[config.mk]
export PLATFORM = sky130hd
export DESIGN_NAME = host_bootdata_streamer
export DESIGN_NICKNAME = d
export VERILOG_FILES = /design/src/rtl/host_bootdata_streamer.sv
export SDC_FILE = /design/constraint.sdc
export NUM_CORES = 1
export LEC_CHECK = 0
export ABC_AREA = 1
export CORE_ASPECT_RATIO = 1.2
export CORE_MARGIN = 5
export CORE_UTILIZATION = 54
export CTS_CLUSTER_SIZE = 8
export DETAILED_ROUTE_END_ITERATION = 16
export PLACE_DENSITY = 0.8
export RECOVER_POWER = 25
export SYNTH_ARGS = -nofsm -noshare
export SYNTH_HDL_FRONTEND = slang
export SYNTH_SLANG_ARGS = --single-unit
[constraint.sdc]
create_clock -name clk -period 2.5 [get_ports clk]
set_clock_uncertainty 0.2 [all_clocks]
set_input_delay 0.5 -clock clk [delete_from_list [all_inputs] [get_ports clk]]
set_output_delay 0.5 -clock clk [all_outputs]
set_load 0.005 [all_outputs]
[src/rtl/host_bootdata_streamer.sv]
// Host-side boot-data streamer: packs loader bytes into 32-bit little-endian
// words and hands each one to the memory side over a 4-phase req/ack handshake.
// Finishes with done after WORD_COUNT words, or with error on an ack timeout.
module host_bootdata_streamer #(
  parameter int WORD_COUNT  = 8192,
  parameter int CNT_W       = 14,
  parameter int ACK_TIMEOUT = 65535
) (
  input  logic             clk,
  input  logic             reset,
  input  logic             start,
  input  logic [7:0]       byte_data,
  input  logic             byte_valid,
  output logic             byte_ready,
  output logic [31:0]      host_bootdata,
  output logic             host_bootdata_req,
  input  logic             host_bootdata_ack,
  output logic             busy,
  output logic             done,
  output logic             error,
  output logic [CNT_W-1:0] words_sent
);

  localparam int TMO_W = $clog2(ACK_TIMEOUT + 1);
  localparam logic [CNT_W-1:0] WORD_COUNT_C  = CNT_W'(WORD_COUNT);
  localparam logic [TMO_W-1:0] ACK_TIMEOUT_C = TMO_W'(ACK_TIMEOUT);

  typedef enum logic [2:0] {
    ST_IDLE     = 3'd0,
    ST_FILL     = 3'd1,
    ST_REQ      = 3'd2,
    ST_WAIT_LOW = 3'd3,
    ST_DONE     = 3'd4,
    ST_ERROR    = 3'd5
  } state_t;

  state_t             state_r;
  logic [1:0]         lane_r;
  logic [TMO_W-1:0]   tmo_r;
  logic [TMO_W-1:0]   tmo_inc_s;
  logic [31:0]        word_r;
  logic               byte_ready_r;
  logic               req_r;
  logic               busy_r;
  logic               done_r;
  logic               error_r;
  logic [CNT_W-1:0]   words_sent_r;

  // Next value of the ack-phase timeout counter; it never exceeds ACK_TIMEOUT
  // because the FSM leaves REQ/WAIT_LOW as soon as the limit is reached.
  assign tmo_inc_s = tmo_r + TMO_W'(1'b1);

  // Single FSM: byte packing, handshake sequencing, timeout and status flags.
  always_ff @(posedge clk) begin
    if (reset) begin
      state_r      <= ST_IDLE;
      lane_r       <= 2'd0;
      tmo_r        <= '0;
      word_r       <= 32'd0;
      byte_ready_r <= 1'b0;
      req_r        <= 1'b0;
      busy_r       <= 1'b0;
      done_r       <= 1'b0;
      error_r      <= 1'b0;
      words_sent_r <= '0;
    end else begin
      case (state_r)
        // Idle and both terminal states wait for a start pulse.
        ST_IDLE, ST_DONE, ST_ERROR: begin
          if (start) begin
            state_r      <= ST_FILL;
            lane_r       <= 2'd0;
            tmo_r        <= '0;
            byte_ready_r <= 1'b1;
            busy_r       <= 1'b1;
            done_r       <= 1'b0;
            error_r      <= 1'b0;
            words_sent_r <= '0;
          end
        end

        // Collect four bytes; gaps in byte_valid simply hold the lane.
        ST_FILL: begin
          if (byte_valid) begin
            word_r[{lane_r, 3'b000} +: 8] <= byte_data;
            if (lane_r == 2'd3) begin
              state_r      <= ST_REQ;
              lane_r       <= 2'd0;
              tmo_r        <= '0;
              byte_ready_r <= 1'b0;
              req_r        <= 1'b1;
            end else begin
              lane_r <= lane_r + 2'd1;
            end
          end
        end

        // Present the word; an ack already high on entry counts as valid.
        ST_REQ: begin
          if (host_bootdata_ack) begin
            state_r <= ST_WAIT_LOW;
            tmo_r   <= '0;
            req_r   <= 1'b0;
            if (words_sent_r != WORD_COUNT_C) begin
              words_sent_r <= words_sent_r + CNT_W'(1'b1);
            end
          end else if (tmo_inc_s == ACK_TIMEOUT_C) begin
            state_r <= ST_ERROR;
            tmo_r   <= '0;
            req_r   <= 1'b0;
            busy_r  <= 1'b0;
            error_r <= 1'b1;
          end else begin
            tmo_r <= tmo_inc_s;
          end
        end

        // Wait for ack to fall so one ack pulse is never counted twice.
        ST_WAIT_LOW: begin
          if (!host_bootdata_ack) begin
            tmo_r <= '0;
            if (words_sent_r == WORD_COUNT_C) begin
              state_r <= ST_DONE;
              busy_r  <= 1'b0;
              done_r  <= 1'b1;
            end else begin
              state_r      <= ST_FILL;
              lane_r       <= 2'd0;
              byte_ready_r <= 1'b1;
            end
          end else if (tmo_inc_s == ACK_TIMEOUT_C) begin
            state_r <= ST_ERROR;
            tmo_r   <= '0;
            busy_r  <= 1'b0;
            error_r <= 1'b1;
          end else begin
            tmo_r <= tmo_inc_s;
          end
        end

        default: begin
          state_r      <= ST_IDLE;
          lane_r       <= 2'd0;
          tmo_r        <= '0;
          byte_ready_r <= 1'b0;
          req_r        <= 1'b0;
          busy_r       <= 1'b0;
          done_r       <= 1'b0;
          error_r      <= 1'b0;
        end
      endcase
    end
  end

  assign byte_ready        = byte_ready_r;
  assign host_bootdata     = word_r;
  assign host_bootdata_req = req_r;
  assign busy              = busy_r;
  assign done              = done_r;
  assign error             = error_r;
  assign words_sent        = words_sent_r;

endmodule

# Yosys cells after proc, flatten, opt, wreduce, memory -nomap -nowiden
# Index checks and enable logic that the tools add are counted.
[op_classes] n_reduce_logical=14 n_bitwise=4 add_sub_neg=4 n_shift=2 n_mux=50 eq_ne=21
[ops] cell="$mux 16" n=6
[ops] cell="$pmux 16 s4" n=1
[ops] cell="$mux 14" n=3
[ops] cell="$bwmux 32" n=1
[ops] cell="$shift 8x7->32 const A" n=1
[ops] cell="$shiftx 8x7->32" n=1
[ops] cell="$pmux 14 s2" n=1
[ops] cell="$mux 3" n=7
[ops] cell="$ne 2x2->1 const B" n=10
[ops] cell="$reduce_and 4->1" n=5
[ops] cell="$mux 1" n=19
[ops] cell="$add 16x1->16 const B" n=1
[ops] cell="$eq 16x16->1 const B" n=1
[ops] cell="$add 14x1->14 const B" n=1
[ops] cell="$eq 14x14->1 const B" n=1
[ops] cell="$ne 14x14->1 const B" n=1
[ops] cell="$pmux 1 s4" n=3
[ops] cell="$pmux 3 s4" n=1
[ops] cell="$mux 2" n=5
[ops] cell="$pmux 2 s4" n=1
[ops] cell="$neg 5->7" n=1
[ops] cell="$eq 3x2->1 const B" n=2
[ops] cell="$eq 3x3->1 const B" n=2
[ops] cell="$ne 3x3->1 const B" n=2
[ops] cell="other kinds (14)" n=18
[totals] reg_bits=72 out_inout_bits=51

# Logic depth before layout (Yosys ltp)
# Gate-level depths: netlist (run 1).
[depth] ltp_word=5 mapped_depth=15 mapped_depth_nobuf=15

# Least setup slack after synthesis (run 1)
# No wires, ideal clock.
[synth_timing] kind="reg-to-reg" from="register lane_r[0]" to="register word_r[1], in the netlist host_bootdata[1]" t_arrival_ns=1.872 setup_ns=0.071 path_stages_with_launch=7 slack_ns=0.357 path_cell_list="dfxtp_1 clkbuf_1 inv_1 ha_1 nor3_1 nand3_1 a21oi_1"
[synth_between] elab_chain_len=3
[synth_lines] element="from (decl)" line_no="38" text="logic [1:0] lane_r;"
[synth_lines] element="from (signal assigned)" line_no="93" text="lane_r <= lane_r + 2'd1;"
[synth_lines] element="$neg 5->7 *" line_no="85" text="word_r[{lane_r, 3'b000} +: 8] <= byte_data;"
[synth_lines] element="$shiftx 8x7->32 / $shift 8x7->32 (equally long branches)" line_no="85"
[synth_lines] element="$bwmux 32 *" line_no="85"
[synth_lines] element="to (signal, indexed assignment)" line_no="85"
[synth_lines] element="to (decl)" line_no="41" text="logic [31:0] word_r;"
# Mark *: on every way between the ends. The rest lies on a longest branch, timed or not.
# A chain may end at the register's enable or synchronous reset.

# Final worst setup path (run 1)
[layout_timing] from="register tmo_r[0]" to="register tmo_r[0]"
[layout_between] elab_chain_len=5
[layout_lines] element="from (decl)" line_no="39" text="logic [TMO_W-1:0] tmo_r;"
[layout_lines] element="from (signal assigned)" line_no="114" text="tmo_r <= tmo_inc_s;"
[layout_lines] element="from (signal assigned)" line_no="137" text="tmo_r <= tmo_inc_s;"
[layout_lines] element="$add 16x1->16 *" line_no="51" text="assign tmo_inc_s = tmo_r + TMO_W'(1'b1);"
[layout_lines] element="$eq 16x16->1" line_no="107, 131"
[layout_lines] element="$mux 16 *" line_no="107, 131"
[layout_lines] element="$mux 16, on equally long branches" line_no="120, 100"
[layout_lines] element="$pmux 16 s4 *" line_no="67" text="case (state_r)"
# Marks and branches as above.

==> reports/metrics.cfg, run 1 <==
[outcome]
status=finished, final reports clean

[sta]
setup_viol=0
max_slew_margin=0.596
drv_slew=0
min_period_ns=2.29
fmax_ghz=0.436
worst_slew_pin_slew_ns=0.606
post-route-period-util=0.918
hold_viol=0
rsz0062_at_grt=true

[die]
die_h_um=103
core_um2=6900
die_w_um=87.2
rows=33
io_pins=64
start_util=0.561
die-area_um2=8960

[synthesis]
ys_warn_count=0
synthFlopType=dfxtp_1
avgSynthCellArea_um2=6.83
yosys.cell_types.count=36
netlist_area_um2=3870
synth.area.top_cells=dfxtp_1 (37%), nand2_1 (14%), a21oi_1 (7.5%), nor2_1 (5.5%), inv_1 (5.4%)
async_flop_share=0
ys_seq_area_frac=0.373
ys_ff_latch=72
synth_top_area_share=0.373
synth_top_cells_by_count=nand2_1 (144), dfxtp_1 (72), a21oi_1 (58)
syn_nets=589
yosysMostFrequentCell=nand2_1
netlist_instances=566
yosys.area.top_type=dfxtp_1
synth_edf_count=0

[global_routing]
grt_pass1_vias=3667
grt_max_degree=53
grt-ovfl-total=0
grt_pass1_wl_mm=16.9
use_met1=0.284
grtUsageMet3=0.0336
grt_use_total=0.234
grt.busiest_layer=met2
grt_use_met2=0.406
antenna_found_initial=0

[setup_path]
crit_fanout=15
cp-end-kind=register
slowest_delay_ns=0.37
cp-start-kind=register
critPathArrivalTime_ns=2.34
path_class=reg2reg
cp_slowest_cell=dfxtp_2
timing.critical_path.cells=ha_2 > nand3_2 > nor2_4 > nand2_1 > nor2_1 > nand2_1 > nand2_1 > inv_2 > nor2_4 > a21oi_4 > buf_12 > nor2_1 > nor2_1
critical_path_required_ns=2.54

[detailed_routing]
drtIter0Drc=182
routed_wl_mm=10.1
remaining_drc_errors=0
wl_per_cell_um=13.8
vias=3943
first_pass_iters=5
via_per_inst=5.41
drtAntennaViolNets=0

[clock_network]
cts_made_buffers=9
postCtsSetupBuffers=0
clock_latency_ns=0.36
cts_tree=done
htreeDepth=3
clk_pin_slew_ns=0.07
clock_path_buffers=2
cts-root-buf=clkbuf_8
clock-sinks=72

[job]
cap_violations=0

[finish]
nFillCells=579
syn_to_final_growth_pct=26.3
drive_above_1_share=0.115
final_area_um2=4880
multi_input_area_um2=2130
fin_nets=660
antenna_cells=0
seq_area_um2=1440
final_cells=729

[place]
port_buffers=63
place_congestion=0.936
placed_cell_area_um2=4640
dp_hpwl_mm=7.49
dp.cells=713

[pwr]
seq_power_share=0.353
power.switching_mw=1.35
p_comb_frac=0.339
p_int_mw=2.36
power_density_nw_per_um2=758
vdd_drop_max_mv=0.563
p_leak_nw=1.92
switching_share=0.363
clkPwrFrac=0.307

[hold_path]
hold_class=reg2reg

-- critical path, delay by kind of cell (launching register included) --
family / cells / cell delay (ns)
AND/OR/NAND/NOR: 9 / 1.08
adder cells (fa/ha/maj): 1 / 0.24
flip-flops: 1 / 0.37
AO/OA/AOI/OAI: 1 / 0.08
buffers and inverters: 2 / 0.22
-- state kept, by name (all words and copies together) (netlist names) --
signal / count
host_bootdata_req: 1
lane_r: 2
byte_ready: 1
host_bootdata: 32
done: 1
state_r: 3
busy: 1
error: 1
words_sent: 14
tmo_r: 16
-- power by group through the flow --
stage          clock network (mW)  registers (mW)  logic [mW]
6_report                     1.14            1.31        1.26
5_1_grt                      1.21            1.33        1.42
4_1_cts                      1.15            1.31        1.26
3_5_place_dp                    0            1.34        1.25
3_3_place_gp                    0            1.33        1.23
2_1_floorplan                   0            1.33       0.793
-- what timing repair did --
item,in CTS,in global routing
hold buffers,0,0
setup endpoints to repair,0,16
gates resized for setup,0,3
-- cells in the final DEF (no fill, tap or decap), types with 15 or more instances in the layout --
master / netlist / routed
nand2_1: 144 / 143
dfxtp_1: 72 / 71
a21oi_1: 58 / 58
nor2_1: 57 / 57
inv_1: 56 / 56
clkdlybuf4s50_1: 0 / 33
dlygate4sd3_1: 0 / 29
nand3_1: 23 / 23
nand4_1: 19 / 19
or3_1: 16 / 16
nor3_1: 15 / 15
-- cell families after synthesis --
family          synth area share
fa+ha+maj                 0.0324
simple gates               0.357
buf+inv                   0.0786
xor+xnor                  0.0113
flops                      0.373
compound gates             0.148
-- through the flow --
step	TNS [ns]	utilization	setup WS, ns	hold slack, ns	power, mW
floorplan	0	-	0.357	0.246	2.13
global placement	0	0.672	0.159	0.239	2.56
detailed placement	0	0.672	0.105	0.250	2.58
CTS	0	0.707	0.140	0.261	3.72
global route	-0.0135	0.708	-0.0135	0.286	3.96
finish	0	0.708	0.206	0.253	3.70
-- final timing paths --
check                start  endpoint  slack, ns  depth (start not counted)
setup / recovery  tmo_r[0]  tmo_r[0]       0.21                         13
hold / removal        done      done       0.25                          2
hold reg to reg       done      done       0.25                          2
setup reg to reg  tmo_r[0]  tmo_r[0]       0.21                         13
-- metal layers --
metal,vias to the layer above,routed length [um],part of all wire
met4,0,255,0.025
met1,1810,4120,0.41
met5,-,0,0
met2,111,5160,0.51
li1,2002,-,-
met3,20,538,0.053
-- cell type report --
type	instances	share of cell area
clock buffer	10	0.0261
clock inverter	6	0.0236
inverter	63	0.0484
multi-input combinational	416	0.435
sequential	72	0.295
tap	87	0.0223
timing repair buffer	75	0.149
Note: power is estimated with default switching activity, not from simulation.
==> run 2, diff against run 1 <==
--- a/config.mk
+++ b/config.mk
@@ -5,13 +5,12 @@
 export SDC_FILE = /design/constraint.sdc
 export NUM_CORES = 1
 export LEC_CHECK = 0
-export ABC_AREA = 1
 export CORE_ASPECT_RATIO = 1.2
 export CORE_MARGIN = 5
-export CORE_UTILIZATION = 54
+export CORE_UTILIZATION = 52
 export CTS_CLUSTER_SIZE = 8
 export DETAILED_ROUTE_END_ITERATION = 16
-export PLACE_DENSITY = 0.8
+export PLACE_DENSITY = 0.78
 export RECOVER_POWER = 25
 export SYNTH_ARGS = -nofsm -noshare
 export SYNTH_HDL_FRONTEND = slang
==> reports/metrics.cfg, run 2 <==
[clock_network]
cts-root-buf=clkbuf_8
postCtsHoldBufs=0  ; unchanged
clock_latency_ns=0.37  ; about the same
clk_pin_slew_ns=0.08  ; about the same
clock-sinks=72  ; unchanged
cts_made_buffers=9  ; unchanged
cts_tree=done
clock_path_buffers=2  ; unchanged
htreeDepth=3  ; unchanged

[detailed_routing]
remaining_drc_errors=0  ; unchanged
via_per_inst=5.84  ; +8.0%
drtIter0Drc=292  ; +60%
wl_per_cell_um=16.2  ; +17%
routed_wl_mm=10.2  ; +1.1%
drtAntennaViolNets=0  ; unchanged
vias=3681  ; -6.6%
first_pass_iters=5  ; unchanged

[finish]
antenna_cells=0  ; unchanged
final_cells=630  ; -14%
final_common_cell=dfxtp_1
fin_nets=563  ; -15%
nFillCells=487  ; -16%
finalCoreUtilization=0.758  ; +0.0495
syn_to_final_growth_pct=40.0
final_area_um2=4920  ; +0.64%
layout_common_cells=dfxtp_1 (67), nand2_1 (65), nand3_1 (47)
drive_above_1_share=0.167  ; +0.0517
largest_reg_flops=32  ; unchanged

[hold_path]
hp-start=host_bootdata[16]
min_to=host_bootdata[16]
hold_class=reg2reg
min_path_cells=2  ; unchanged

[place]
dp.cells=612  ; -14%
dp_hpwl_mm=6.70  ; -10%
place_congestion=0.914  ; -2.4%
port_buffers=63  ; unchanged
placed_cell_area_um2=4510  ; -2.8%

[synthesis]
avgSynthCellArea_um2=7.93  ; +16%
netlist_area_um2=3510  ; -9.2%
synth_top_cells_by_count=dfxtp_1 (72), nand2_1 (67), nand3_1 (49)
netlist_instances=443  ; -22%
synth_top_area_share=0.411  ; +0.0377
ys_ff_latch=72  ; unchanged
ys_seq_area_frac=0.411  ; +0.0377
yosys.area.top_type=dfxtp_1
synth.area.top_cells=dfxtp_1 (41%), nand2_1 (7.2%), nand3_1 (7.0%), a21oi_1 (6.6%), ha_1 (3.6%)
synth_edf_count=0  ; unchanged
synthFlopType=dfxtp_1
yosys.cell_types.count=47  ; +31%
yosysMostFrequentCell=dfxtp_1
async_flop_share=0  ; unchanged
ys_warn_count=0  ; unchanged
syn_nets=466  ; -21%

[setup_path]
reg2reg_setup_slack_ns=-0.09  ; -0.30 ns
ff2ff_path_depth=9  ; -4
critical_path_required_ns=2.56  ; +0.02 ns
crit_fanout=5  ; -10
r2r-end=tmo_r[4]
path_class=reg2reg
r2r_start=tmo_r[0]
critPathArrivalTime_ns=2.65  ; +0.31 ns
cp-end-kind=register
cp-start-kind=register

[sta]
max_slew_margin=0.732  ; +0.136
hold_viol=0  ; unchanged
fmax_ghz=0.386  ; -11%
fin_tns_setup_ns=-0.502  ; -0.502 ns
min_period_ns=2.59  ; +0.297 ns
post-route-period-util=1.04  ; +0.119
hold_ws_ns=0.250  ; -0.00295 ns
setup_viol=9  ; +9
drv_slew=0  ; unchanged
setup_slack_ns=-0.0913  ; -0.297 ns
rsz0062_at_grt=true
worst_slew_pin_slew_ns=0.401  ; -0.204 ns

[die]
io_pins=64  ; unchanged
start_util=0.541  ; -0.0194
die_h_um=100  ; -2.6%
rows=32  ; -3.0%
die-area_um2=8500  ; -5.1%
core_um2=6490  ; -5.9%
die_w_um=85.0  ; -2.6%

[job]
cap_violations=0  ; unchanged

[global_routing]
grt_use_met2=0.373  ; -0.0328
use_met1=0.277  ; -0.00701
grt_pass1_wl_mm=16.0  ; -5.4%
grt_max_degree=23  ; -57%
grtUsageMet3=0.0755  ; +0.0420
grt_pass1_vias=3498  ; -4.6%
grt_use_total=0.229  ; -0.00591
antenna_found_initial=0  ; unchanged
grt.busiest_layer=met2
grt-ovfl-total=0  ; unchanged

[outcome]
status=complete, but fails checks
violations=negative setup slack

[pwr]
p_leak_nw=1.81  ; -5.7%
vdd_drop_max_mv=0.368  ; -35%
power_density_nw_per_um2=504  ; -34%

## run 2: worst max-delay path by stage
stage / startpoint / endpoint / slack, ns / cells past startpoint
CTS: tmo_r[0] / state_r[1] / -0.005 / 9
global route: tmo_r[0] / tmo_r[4] / -0.28 / 9
floorplan: tmo_r[0] / state_r[1] / 0.03 / 8
detailed placement: host_bootdata_ack / tmo_r[8] / -0.08 / 6
global placement: host_bootdata_ack / tmo_r[10] / 0.01 / 6
finish: tmo_r[0] / tmo_r[4] / -0.09 / 9
## run 2: metrics by stage
step / power (mW) / worst slack, ns
after floorplan: 1.33 / 0.0329
after global placement: 1.44 / 0.0113
after detailed placement: 1.45 / -0.0761
after CTS: 2.46 / -0.00500
after global routing: 2.56 / -0.284
final: 2.48 / -0.0913
## run 2: layout make-up
cell class              instances  area [um^2]  share of cell area
well taps                      85          106              0.0216
flip-flops and latches         72         1460               0.297
inverters                      12         45.0             0.00916
clock buffers                  10          128              0.0260
multi-input cells             337         2090               0.426
clock inverters                 6         92.6              0.0188
repair buffers                108          992               0.202
## run 2: critical path, cell delays in order, from the launching register on
cell and delay (ns):
dfxtp_4 0.40, ha_4 0.16, nand3_4 0.10, nor4_4 0.29, xor2_1 0.25, o21ai_1 0.13
or4_4 0.49, buf_4 0.19, a31oi_1 0.20, o21ai_1 0.07
## run 2: power breakdown
part	switching [mW]	internal (mW)
Clock	0.482	0.567
Combinational	0.140	0.109
Sequential	0.0187	1.16
Total	0.641	1.83
## run 2: timing repair
item | in CTS | in global routing
setup endpoints to repair | 18 | 23
pin swaps | 1 | 7
resized for setup | 10 | 25
setup buffers | 0 | 2
## run 2: cell families after synthesis
family / count (synthesis) / synth area share
simple gates: 221 / 0.320
compound gates: 85 / 0.141
flops: 72 / 0.411
buf+inv: 34 / 0.0392
xor+xnor: 19 / 0.0474
fa+ha+maj: 10 / 0.0356
mux: 2 / 0.00570
## run 2: routing by layer
metal / wire (um) / part of all wire / up-vias
li1: - / - / 1766
met1: 3970 / 0.39 / 1704
met2: 4920 / 0.48 / 173
met3: 898 / 0.088 / 38
met4: 405 / 0.040 / 0
met5: 0 / 0 / -
